**src/rtl/ccu_pkg.sv**
```systemverilog
// Shared types and helpers for the CCU address-channel arbiter.
package ccu_pkg;

    typedef enum logic {
        EMPTY = 1'b0,
        FULL  = 1'b1
    } ccu_arb_state_e;

    // Width needed to hold a port index; never less than one bit.
    function automatic int ccu_idx_width(input int n);
        return (n > 1) ? $clog2(n) : 1;
    endfunction

    // Round-robin pointer following a grant to port sel out of n ports.
    function automatic int ccu_rr_next(input int sel, input int n);
        return (sel >= n - 1) ? 0 : sel + 1;
    endfunction

endpackage

```
**src/rtl/ccu_idx_fifo.sv**
```systemverilog
// In-order FIFO of granted port indices. No fall-through: a push into an
// empty FIFO shows on data_o one cycle later. A push while full is dropped
// even if a pop happens in the same cycle; a pop while empty is ignored.
module ccu_idx_fifo #(
    parameter int Depth = 4,
    parameter int IdxW  = 2
) (
    input  logic            clk_i,
    input  logic            rst_i,
    input  logic            push_i,
    input  logic [IdxW-1:0] data_i,
    input  logic            pop_i,
    output logic            full_o,
    output logic            empty_o,
    output logic [IdxW-1:0] data_o
);

    localparam int CntW = $clog2(Depth + 1);
    localparam int PtrW = (Depth > 1) ? $clog2(Depth) : 1;

    logic [IdxW-1:0] mem_q [Depth];
    logic [PtrW-1:0] wr_ptr_q, rd_ptr_q;
    logic [CntW-1:0] cnt_q;
    logic            do_push, do_pop;

    assign full_o  = (cnt_q == CntW'(Depth));
    assign empty_o = (cnt_q == '0);
    assign do_push = push_i && !full_o;
    assign do_pop  = pop_i && !empty_o;
    // Storage is not reset, so mask the head while empty.
    assign data_o  = empty_o ? '0 : mem_q[rd_ptr_q];

    // Pointer and occupancy bookkeeping.
    always_ff @(posedge clk_i) begin
        if (rst_i) begin
            wr_ptr_q <= '0;
            rd_ptr_q <= '0;
            cnt_q    <= '0;
        end else begin
            if (do_push)
                wr_ptr_q <= (wr_ptr_q == PtrW'(Depth - 1)) ? '0 : wr_ptr_q + PtrW'(1);
            if (do_pop)
                rd_ptr_q <= (rd_ptr_q == PtrW'(Depth - 1)) ? '0 : rd_ptr_q + PtrW'(1);
            if (do_push && !do_pop)
                cnt_q <= cnt_q + CntW'(1);
            else if (do_pop && !do_push)
                cnt_q <= cnt_q - CntW'(1);
        end
    end

    // Entry storage.
    always_ff @(posedge clk_i) begin
        if (do_push)
            mem_q[wr_ptr_q] <= data_i;
    end

endmodule

```
**src/rtl/ccu_ax_arbiter.sv**
```systemverilog
// Round-robin merge of NoPorts gated AW/AR requests into one registered
// stream toward the CCU, with an optional in-order FIFO of granted port
// indices for W-data and response routing.
// Optional feature macro: CCU_AX_ARB_IDX_FIFO_EN (index FIFO present).
//
//   state | meaning
//   ------+---------------------------------------------
//   EMPTY | output register free, mst_valid_o = 0
//   FULL  | output register holds a beat, mst_valid_o = 1
module ccu_ax_arbiter
    import ccu_pkg::*;
#(
    parameter  int  NoPorts      = 4,
    parameter  int  IdxFifoDepth = 4,
    parameter  type ax_t         = logic,
    localparam int  IdxW         = ccu_idx_width(NoPorts)
) (
    input  logic               clk_i,
    input  logic               rst_i,
    input  logic [NoPorts-1:0] slv_valid_i,
    output logic [NoPorts-1:0] slv_ready_o,
    input  ax_t                slv_ax_i [NoPorts],
    output logic               mst_valid_o,
    input  logic               mst_ready_i,
    output ax_t                mst_ax_o,
    output logic [IdxW-1:0]    mst_idx_o,
    output logic               idx_valid_o,
    input  logic               idx_ready_i,
    output logic [IdxW-1:0]    idx_o
);

    ccu_arb_state_e  state_q, state_d;
    logic [IdxW-1:0] rr_q, sel, mst_idx_q;
    ax_t             mst_ax_q;
    logic            can_load, fifo_full, grant;

    // First valid port at or after rr_q, wrapping modulo NoPorts.
    always_comb begin
        int cand;
        logic found;
        sel   = rr_q;
        found = 1'b0;
        cand  = 0;
        for (int k = 0; k < NoPorts; k++) begin
            cand = int'(rr_q) + k;
            if (cand >= NoPorts)
                cand = cand - NoPorts;
            if (!found && slv_valid_i[cand[IdxW-1:0]]) begin
                found = 1'b1;
                sel   = cand[IdxW-1:0];
            end
        end
    end

    // Ready is held low during reset so no handshake completes on that edge.
    assign can_load    = (state_q == EMPTY) || mst_ready_i;
    assign grant       = !rst_i && can_load && (|slv_valid_i) && !fifo_full;
    assign slv_ready_o = grant ? (NoPorts'(1) << sel) : '0;

    // Next state of the output register.
    always_comb begin
        state_d = state_q;
        if (grant)
            state_d = FULL;
        else if (state_q == FULL && mst_ready_i)
            state_d = EMPTY;
    end

    // State register.
    always_ff @(posedge clk_i) begin
        if (rst_i)
            state_q <= EMPTY;
        else
            state_q <= state_d;
    end

    // Payload and index register; held while the CCU stalls.
    always_ff @(posedge clk_i) begin
        if (rst_i) begin
            mst_ax_q  <= '0;
            mst_idx_q <= '0;
        end else if (grant) begin
            mst_ax_q  <= slv_ax_i[sel];
            mst_idx_q <= sel;
        end
    end

    // Round-robin pointer advances past the granted port.
    always_ff @(posedge clk_i) begin
        if (rst_i)
            rr_q <= '0;
        else if (grant)
            rr_q <= IdxW'(ccu_rr_next(int'(sel), NoPorts));
    end

    assign mst_valid_o = (state_q == FULL);
    assign mst_ax_o    = mst_ax_q;
    assign mst_idx_o   = mst_idx_q;

`ifdef CCU_AX_ARB_IDX_FIFO_EN
    logic fifo_empty;

    ccu_idx_fifo #(
        .Depth (IdxFifoDepth),
        .IdxW  (IdxW)
    ) u_idx_fifo (
        .clk_i   (clk_i),
        .rst_i   (rst_i),
        .push_i  (grant),
        .data_i  (sel),
        .pop_i   (idx_ready_i),
        .full_o  (fifo_full),
        .empty_o (fifo_empty),
        .data_o  (idx_o)
    );

    assign idx_valid_o = !fifo_empty;
`else
    // AR build: R routing uses IDs, so no index tracking or backpressure.
    logic unused_idx_ready;

    assign unused_idx_ready = idx_ready_i;
    assign fifo_full        = 1'b0;
    assign idx_valid_o      = 1'b0;
    assign idx_o            = '0;
`endif

endmodule

```
**config.mk**
```make
export PLATFORM = sky130hd
export DESIGN_NAME = ccu_ax_arbiter
export DESIGN_NICKNAME = d
export VERILOG_FILES = /design/src/rtl/ccu_pkg.sv /design/src/rtl/ccu_idx_fifo.sv /design/src/rtl/ccu_ax_arbiter.sv
export SDC_FILE = /design/constraint.sdc
export NUM_CORES = 1
export LEC_CHECK = 0
export CORE_AREA = 2 2 40 42
export DETAILED_ROUTE_END_ITERATION = 8
export DIE_AREA = 0 0 42 44
export PLACE_DENSITY = 0.69
export SYNTH_ARGS = -nofsm -noshare
export SYNTH_HDL_FRONTEND = slang
export SYNTH_SLANG_ARGS = --single-unit
```
**constraint.sdc**
```tcl
create_clock -name clk_i -period 3.5 [get_ports clk_i]
set_clock_uncertainty 0.1 [all_clocks]
set_input_delay 0.525 -clock clk_i [delete_from_list [all_inputs] [get_ports clk_i]]
set_output_delay 0.525 -clock clk_i [all_outputs]
set_load 0.02 [all_outputs]
```
==> flow_metrics.tcl, run 1 <==
set metrics [dict create \
    run_status "finished, final reports clean" \
    diodes 0 \
    drc_errors 0 \
    report.final.slew_viol_count 0 \
    startpoint_type "input pin" \
    timing.max_cap.violations 0 \
    power.density_cell_area_nw_per_um2 434 \
    core.rowCount 14 \
    post-place-cells 86 \
    drt-pass1-iter-count 2 \
    setup_viol 0 \
    netlist-cell-type-count 25 \
    cts_tree "built" \
    fin_total_pwr_uw 295 \
    dieArea_um2 1850 \
    post_synth_instance_area_um2 455 \
    post_synth_inst_count 52 \
    cpMaxStageDelayCell "clkdlybuf4s50_1" \
    root_buffer "clkbuf_4" \
    gpl_congestion 0.739 \
    post_synth.cell_area_avg_um2 8.76 \
    rsz0062_at_grt "no" \
    postCtsSetupBuffers 0 \
    grtUsageTotal_pct 11.9 \
    post_route_cells_drive_above_1_share_pct 19.2 \
    drt_iter0_markers 1 \
    worstHoldPathType "reg -> reg" \
    hold_buffer_count_at_cts 0 \
    ios 23 \
    avgViaCountPerCell 4.73 \
    postLayoutCellArea_um2 679 \
    finish.net_count 91 \
    clock_path_buffers 2 \
    post_layout_nonfiller_instances 89 \
    clk_transition_reported_paths_ps 40 \
    number_of_global_route_vias_before_repair 419 \
    critical-path-max-stage-delay_ps 570 \
    area_delta_synth_final_pct 49.2 \
    buffer_ports.inserted 18 \
    cellLeakagePower_nw 0.293 \
    synth.ff_latch_count 6 \
    timing.critical_path.arrival_ps 2690 \
    place.detailed.hpwl_um 721 \
    min_period_over_period_pct 94.6 \
    grt_antenna_before_repair 0 \
    residual_overflow_from_global_routing 0 \
    worstPathRequired_ps 2870 \
    logic_depth_of_the_worst_register_to_register_path 5 \
    die_w_um 42 \
    timing.hold.worst_endpoint "mst_valid_o" \
    synth_sequential_area_ratio_pct 26.4 \
    route.detailed.wl_per_inst_um 10.4 \
    insertion_delay_ps 240 \
    crit_fanout 5 \
    wirelength_um 928 \
    final_hold_viol_count 0 \
    path_cells "clkdlybuf4s50_1 -> nor2b_2 -> a21oi_2 -> o221ai_2 -> inv_1 -> ha_1 -> and2_1 -> clkdlybuf4s50_1" \
    place_area_um2 652 \
    cts_num_sinks 6 \
    antenna_violating_nets_post_route 0 \
    hold_depth 2 \
    maxSlewHeadroom_pct 66.7 \
    timing.critical_path.to_type "output pin" \
    number_of_vias_in_the_routed_layout 421 \
    die_height_um 44 \
    crit-reg2reg-capture "mst_ax_o" \
    start_util_pct 32.1 \
    post_cts_resized 0 \
    grt_pass1_wl_um 1650 \
    setup_total_negative_slack_ps 0 \
    max_slew.worst_pin.slew_ps 497 \
    largest_net_degree_at_the_start_of_global_routing 11 \
    hold_path.startpoint "mst_valid_o" \
    cts-buffers-inserted 3 \
    fin_crit_ps 3310 \
    floorplan.core_area_um2 1420 \
    path_common_cell "clkdlybuf4s50_1" \
    power.ir.vdd_worst_v 0.000207 \
    crit-reg2reg-launch "rr_q[1]" \
    synth-warning-count 0 \
    timing.reg2reg.setup_slack_ps 1720 \
    cts.htree.levels 1 \
    path_class "in -> out" \
    achievable-frequency_mhz 302 \
]
state kept, by name (all words and copies together) (netlist names):
name / flops
mst_idx_o: 2
rr_q: 2
mst_ax_o: 1
mst_valid_o: 1
layout by cell type (no fill, tap or decap), types with 2 or more instances in the layout:
master,n
a21o_1,2
a21oi_1,3
a21oi_2,2
and2_1,4
buf_4,2
clkbuf_4,3
clkdlybuf4s50_1,18
conb_1,3
dfxtp_1,6
ha_1,4
inv_1,5
nand2_1,2
nor2_1,2
nor2b_2,2
nor3b_1,2
o31ai_1,2
stage by stage:
step	setup WS (ps)	hold slack, ps	util (%)
after floorplan	1330	394	-
after global placement	37.3	387	45.9
after detailed placement	33.6	383	45.9
after CTS	11.8	393	47.5
after global routing	14.6	412	47.9
final	190	387	47.9
cells by family (layout without fill, tap and decap cells):
family	after synthesis	count (layout)	synth area share [%]
compound gates	13	13	22.0
fa+ha+maj	4	4	11.0
buf+inv	9	28	9.89
flops	6	6	26.4
mux	2	2	7.14
other cells	1	3	0.823
simple gates	17	17	22.8
synth_stat cells:
library cell / n / share of area (%)
buf_4: 3 / 4.9
a31oi_1: 1 / 1.4
conb_1: 1 / 0.82
a21oi_2: 2 / 3.8
nor3_1: 1 / 1.1
a21o_1: 2 / 3.3
a21oi_1: 3 / 3.3
nand2_2: 1 / 1.4
nor2b_2: 2 / 3.8
nand2_1: 2 / 1.6
dfxtp_1: 6 / 26
o221ai_2: 1 / 3.3
ha_1: 4 / 11
nor2_1: 2 / 1.6
clkbuf_1: 1 / 0.82
mux4_2: 1 / 4.9
nand2b_1: 1 / 1.4
inv_1: 5 / 4.1
nor3b_1: 3 / 4.9
mux2i_1: 1 / 2.2
and2_1: 4 / 5.5
o31ai_1: 2 / 3.3
nor4_1: 1 / 1.4
o21a_1: 1 / 1.6
o21ai_2: 1 / 1.9
power breakdown:
part	switching (mW)	leakage, nW	internal (mW)
Sequential	0.0124	0.0499	0.0818
Clock	0.0245	0.0138	0.0388
Combinational	0.0686	0.230	0.0689
Total	0.105	0.293	0.189
layer usage:
layer  vias to the layer above  routed length (um)  GRT usage [%]
met5                         -                   0              0
met2                        19                 403           18.1
met3                         2                  70           4.17
met4                         0                  17           7.74
met1                       183                 437           14.2
li1                        217                   -              -
worst max-delay path by stage:
stage,start,end,slack [ps]
floorplan,mst_ready_i,slv_ready_o[0],1330
finish,slv_valid_i[0],slv_ready_o[3],190
CTS,slv_valid_i[3],slv_ready_o[2],10
detailed placement,slv_valid_i[3],slv_ready_o[3],30
global route,slv_valid_i[0],slv_ready_o[3],10
global placement,slv_valid_i[3],slv_ready_o[3],40
layout make-up:
type	count	area, um2
clock buffers	3	22.5
multi-input cells	39	303
well taps	16	20.0
repair buffers	20	195
inverters	5	18.8
fillers	150	739
flip-flops and latches	6	120
critical path: cells and delay by family:
kind                       cells  cell delay [ps]
buffers and inverters          3             1240
adders and majority gates      1              210
AOI/OAI and AO/OA              2              350
and+or+nand+nor                2              360
Note: power is estimated with default switching activity, not from simulation.
==> run 2: changes to the inputs <==
--- a/config.mk
+++ b/config.mk
@@ -8,7 +8,7 @@
 export CORE_AREA = 2 2 40 42
 export DETAILED_ROUTE_END_ITERATION = 8
 export DIE_AREA = 0 0 42 44
-export PLACE_DENSITY = 0.69
+export PLACE_DENSITY = 0.72
 export SYNTH_ARGS = -nofsm -noshare
 export SYNTH_HDL_FRONTEND = slang
 export SYNTH_SLANG_ARGS = --single-unit
==> constraint.sdc (replaced) <==
create_clock -name clk_i -period 3 [get_ports clk_i]
set_clock_uncertainty 0.1 [all_clocks]
set_input_delay 0.45 -clock clk_i [delete_from_list [all_inputs] [get_ports clk_i]]
set_output_delay 0.45 -clock clk_i [all_outputs]
set_load 0.02 [all_outputs]
==> flow_metrics.tcl, run 2 (synthesized netlist as in run 1, its figures left out) <==
set metrics [dict create \
    power_frac_comb_pct 52.2 \
    final_util_pct 53.0 \
    final_hold_viol_count 0 \
    layout.cells.most_common "clkdlybuf4s50_1" \
    dieArea_um2 1850 \
    timing.reg2reg.setup_slack_ps 1090 \
    critical-path-max-stage-delay_ps 460 \
    hold_path.startpoint "mst_idx_o[0]" \
    post_route_cells_drive_above_1_share_pct 28.0 \
    hold_buffer_count_at_cts 0 \
    critical_path.startpoint "slv_valid_i[2]" \
    wirelength_um 1010 \
    run_status "finished, final reports clean" \
    number_of_global_route_vias_before_repair 424 \
    power.share.clock_pct 19.0 \
    report.final.slew_viol_count 0 \
    worstHoldPathType "reg -> reg" \
    route.detailed.wl_per_inst_um 10.3 \
    timing.critical_path.arrival_ps 2200 \
    post_layout_nonfiller_instances 98 \
    path_class "in -> out" \
    setup_total_negative_slack_ps 0 \
    start_util_pct 32.1 \
    timing.max_cap.violations 0 \
    fin_crit_ps 2750 \
    fin_hold_ws_ps 392 \
    grtUsageTotal_pct 12.0 \
    largest_net_degree_at_the_start_of_global_routing 10 \
    die_height_um 44 \
    logic_depth_of_the_worst_register_to_register_path 7 \
    setup_viol 0 \
    cts.htree.levels 1 \
    achievable-frequency_mhz 363 \
    number_of_vias_in_the_routed_layout 466 \
    grt_pass1_wl_um 1690 \
    ios 23 \
    postLayoutCellArea_um2 752 \
    cellLeakagePower_nw 0.393 \
    die_w_um 42 \
    crit_path_end "slv_ready_o[2]" \
    area_delta_synth_final_pct 65.1 \
    place_area_um2 719 \
    cpMaxStageDelayCell "clkdlybuf4s50_1" \
    cts_num_sinks 6 \
    worstPathRequired_ps 2450 \
    crit-reg2reg-capture "mst_ax_o" \
    post-place-cells 95 \
    cts-buffers-inserted 3 \
    path_cells "clkdlybuf4s50_1 -> nor2b_2 -> o21a_1 -> a21oi_1 -> buf_4 -> inv_1 -> ha_1 -> and2_1 -> dlygate4sd2_1" \
    grt_antenna_before_repair 0 \
    power.ir.vdd_worst_v 0.000277 \
    sequentialPowerShare_pct 28.8 \
    drt_iter0_markers 4 \
    place.detailed.hpwl_um 808 \
    diodes 0 \
    avgViaCountPerCell 4.76 \
    buffer_ports.inserted 18 \
    clk_transition_reported_paths_ps 40 \
    cts_tree "built" \
    core.rowCount 14 \
    residual_overflow_from_global_routing 0 \
    net-switching-power_uw 128 \
    layout_common_cells "13 x clkdlybuf4s50_1, 11 x buf_4, 6 x dfxtp_1" \
    timing.critical_path.to_type "output pin" \
    power.switching_fraction_pct 33.8 \
    power.density_cell_area_nw_per_um2 505 \
    clock_path_buffers 2 \
    drt-pass1-iter-count 2 \
    crit_fanout 4 \
    rsz0062_at_grt "no" \
    intPower_uw 251 \
    gpl_congestion 0.747 \
    root_buffer "clkbuf_4" \
    drc_errors 0 \
    min_period_over_period_pct 91.7 \
    antenna_violating_nets_post_route 0 \
    insertion_delay_ps 240 \
    startpoint_type "input pin" \
    crit-reg2reg-launch "rr_q[1]" \
    finish.net_count 100 \
    floorplan.core_area_um2 1420 \
]
==> run 2: cell types whose count changed in the layout (fill, tap and decap cells not counted), sizes merged <==
cell / change
dlymetal6s2s: +3
buf: +9
dlygate4sd2: +2
clkdlybuf4s50: -5
==> run 2: layer usage <==
| layer | track usage, % | part of all wire (%) | vias to the layer above |
|---|---|---|---|
| met3 | 5.83 | 6.1 | 2 |
| met5 | 0 | 0 | - |
| met1 | 11.6 | 39 | 215 |
| li1 | - | - | 235 |
| met4 | 1.94 | 1.9 | 0 |
| met2 | 23.4 | 53 | 14 |
==> run 2: layout make-up <==
| cell class | count | area [um2] |
|---|---|---|
| fillers | 137 | 667 |
| multi-input cells | 39 | 303 |
| repair buffers | 29 | 268 |
| flip-flops and latches | 6 | 120 |
| clock buffers | 3 | 22.5 |
| well taps | 16 | 20.0 |
| inverters | 5 | 18.8 |
==> run 2: worst max-delay path: cells and delay by family <==
kind | cells | cell delay [ps]
buffers and inverters | 4 | 970
AND/OR/NAND/NOR | 2 | 320
adder cells (fa/ha/maj) | 1 | 170
AO/OA/AOI/OAI | 2 | 270
==> run 2: worst min path at each step <==
stage / to / depth (start not counted) / slack, ps
after global routing: mst_idx_o[0] / 2 / 440
after CTS: mst_idx_o[0] / 2 / 400
after global placement: mst_valid_o / 2 / 380
final: mst_idx_o[0] / 2 / 390
after detailed placement: mst_idx_o[0] / 2 / 390
after floorplan: rr_q[0] / 2 / 390
==> run 2: metrics by stage <==
stage	total power, mW	setup WS (ps)
finish	0.380	249
global route	0.409	95.5
CTS	0.386	2.54
detailed placement	0.312	-28.3
global placement	0.309	-8.20
floorplan	0.212	978
==> run 2: timing repair <==
item	CTS	global route
endpoints found under the setup margin	4	3
setup buffers	0	0
pin swaps	0	0
resized for setup	2	4
==> run 2: power by group through the flow <==
stage / logic [mW] / clock network, mW / registers [mW]
6_report: 0.198 / 0.0721 / 0.109
2_1_floorplan: 0.0937 / 0 / 0.119
3_5_place_dp: 0.202 / 0 / 0.111
4_1_cts: 0.201 / 0.0749 / 0.109
3_3_place_gp: 0.199 / 0 / 0.110
5_1_grt: 0.220 / 0.0782 / 0.111
==> run 3: changes to the inputs <==
--- a/config.mk
+++ b/config.mk
@@ -5,9 +5,9 @@
 export SDC_FILE = /design/constraint.sdc
 export NUM_CORES = 1
 export LEC_CHECK = 0
-export CORE_AREA = 2 2 40 42
+export CORE_AREA = 8 8 46 48
 export DETAILED_ROUTE_END_ITERATION = 8
-export DIE_AREA = 0 0 42 44
+export DIE_AREA = 0 0 54 56
 export PLACE_DENSITY = 0.72
 export SYNTH_ARGS = -nofsm -noshare
 export SYNTH_HDL_FRONTEND = slang
==> flow_metrics.tcl, run 3 (synthesized netlist as in run 1, its figures left out) <==
set metrics [dict create \
    cts.htree.levels 1 \
    post_cts_resized 4 \
    final_hold_viol_count 0 \
    hold_buffer_count_at_cts 0 \
    number_of_vias_in_the_routed_layout 454 \
    finish.net_count 100 \
    timing.critical_path.to_type "output pin" \
    final_util_pct 51.3 \
    achievable-frequency_mhz 358 \
    layout.cells.most_common "clkdlybuf4s50_1" \
    startpoint_type "input pin" \
    cpMaxStageDelayCell "clkdlybuf4s50_1" \
    clk_transition_reported_paths_ps 40 \
    timing.critical_path.arrival_ps 2250 \
    largest_net_degree_at_the_start_of_global_routing 10 \
    drt_iter0_markers 4 \
    crit_fanout 7 \
    sequentialPowerShare_pct 29.2 \
    fin_total_pwr_uw 376 \
    ios 23 \
    critical-path-max-stage-delay_ps 530 \
    grt_pass1_wl_um 1860 \
    dieArea_um2 3020 \
    area_delta_synth_final_pct 61.8 \
    setup_total_negative_slack_ps 0 \
    postLayoutSetupSlackWorst_ps 203 \
    path_class "in -> out" \
    power.density_cell_area_nw_per_um2 510 \
    die_w_um 54 \
    start_util_pct 31.7 \
    cts_num_sinks 6 \
    grtUsageTotal_pct 7.74 \
    power_frac_comb_pct 52.0 \
    timing.max_cap.violations 0 \
    intPower_uw 249 \
    power.ir.vdd_worst_v 0.000378 \
    wirelength_um 1080 \
    report.final.slew_viol_count 0 \
    worstHoldPathType "reg -> reg" \
    worstPathRequired_ps 2450 \
    timing.reg2reg.setup_slack_ps 1080 \
    number_of_global_route_vias_before_repair 453 \
    route.detailed.wl_per_inst_um 11.0 \
    floorplan.core_area_um2 1440 \
    cts_tree "built" \
    place.detailed.hpwl_um 919 \
    area.sequential_um2 120 \
    avgViaCountPerCell 4.63 \
    insertion_delay_ps 240 \
    cellLeakagePower_nw 0.351 \
    core.rowCount 14 \
    gpl_congestion 0.765 \
    cts-buffers-inserted 3 \
    power.share.clock_pct 18.9 \
    buffer_ports.inserted 18 \
    power.switching_fraction_pct 33.8 \
    postCtsSetupBuffers 0 \
    antenna_violating_nets_post_route 0 \
    rsz0062_at_grt "no" \
    path_cells "clkdlybuf4s50_1 -> nor2b_2 -> a21oi_2 -> o221ai_2 -> inv_1 -> ha_1 -> and2_1 -> dlygate4sd2_1" \
    drt-pass1-iter-count 4 \
    net-switching-power_uw 127 \
    post_route_cells_drive_above_1_share_pct 26.8 \
    die_height_um 56 \
    run_status "finished, final reports clean" \
    residual_overflow_from_global_routing 0 \
    dp_slack_ps -24.4 \
    fin_crit_ps 2800 \
    setup_viol 0 \
    grt_antenna_before_repair 0 \
    clock_path_buffers 2 \
    area_of_the_multi_input_gates_um2 298 \
    diodes 0 \
    min_period_over_period_pct 93.2 \
    drc_errors 0 \
    fillcell_total 144 \
    root_buffer "clkbuf_4" \
    layout_common_cells "14 x clkdlybuf4s50_1, 11 x buf_4, 6 x dfxtp_1" \
]
-- run 3: power groups by stage --
stage | Sequential (mW) | Clock, mW | Combinational, mW
3_5_place_dp | 0.111 | 0 | 0.203
6_report | 0.110 | 0.0709 | 0.195
4_1_cts | 0.109 | 0.0756 | 0.199
5_1_grt | 0.112 | 0.0787 | 0.217
3_3_place_gp | 0.110 | 0 | 0.201
2_1_floorplan | 0.119 | 0 | 0.0937
-- run 3: worst max-delay path: cells and delay by family --
| kind | cells | cell delay (ps) |
|---|---|---|
| compound gates | 2 | 270 |
| simple gates | 2 | 350 |
| buf+inv | 3 | 960 |
| fa+ha+maj | 1 | 200 |
-- run 3: final timing paths --
check | end | start | cells past startpoint
setup / recovery | slv_ready_o[3] | slv_valid_i[3] | 8
hold / removal | mst_valid_o | mst_valid_o | 2
setup reg to reg | mst_ax_o | rr_q[1] | 7
hold reg to reg | mst_valid_o | mst_valid_o | 2
-- run 3: layout make-up --
class	count	share of cell area (%)
multi-input cells	39	40.4
repair buffers	29	35.0
flip-flops and latches	6	16.3
clock buffers	3	3.06
well taps	16	2.72
inverters	5	2.55
-- run 3: through the flow --
| stage | cell area [um2] | hold WS (ps) | cells |
|---|---|---|---|
| 2_1_floorplan | 463 | 394 | 54 |
| 3_3_place_gp | 719 | 379 | 95 |
| 3_5_place_dp | 719 | 392 | 95 |
| 4_1_cts | 737 | 402 | 98 |
| 5_1_grt | 737 | 430 | 98 |
| 6_report | 737 | 395 | 98 |
-- run 3: metal layers --
layer | global-route usage, % | up-vias | wire, um
li1 | - | 235 | -
met2 | 14.1 | 14 | 564
met1 | 7.05 | 205 | 408
met5 | 0 | - | 0
met4 | 1.06 | 0 | 0
met3 | 4.81 | 0 | 106
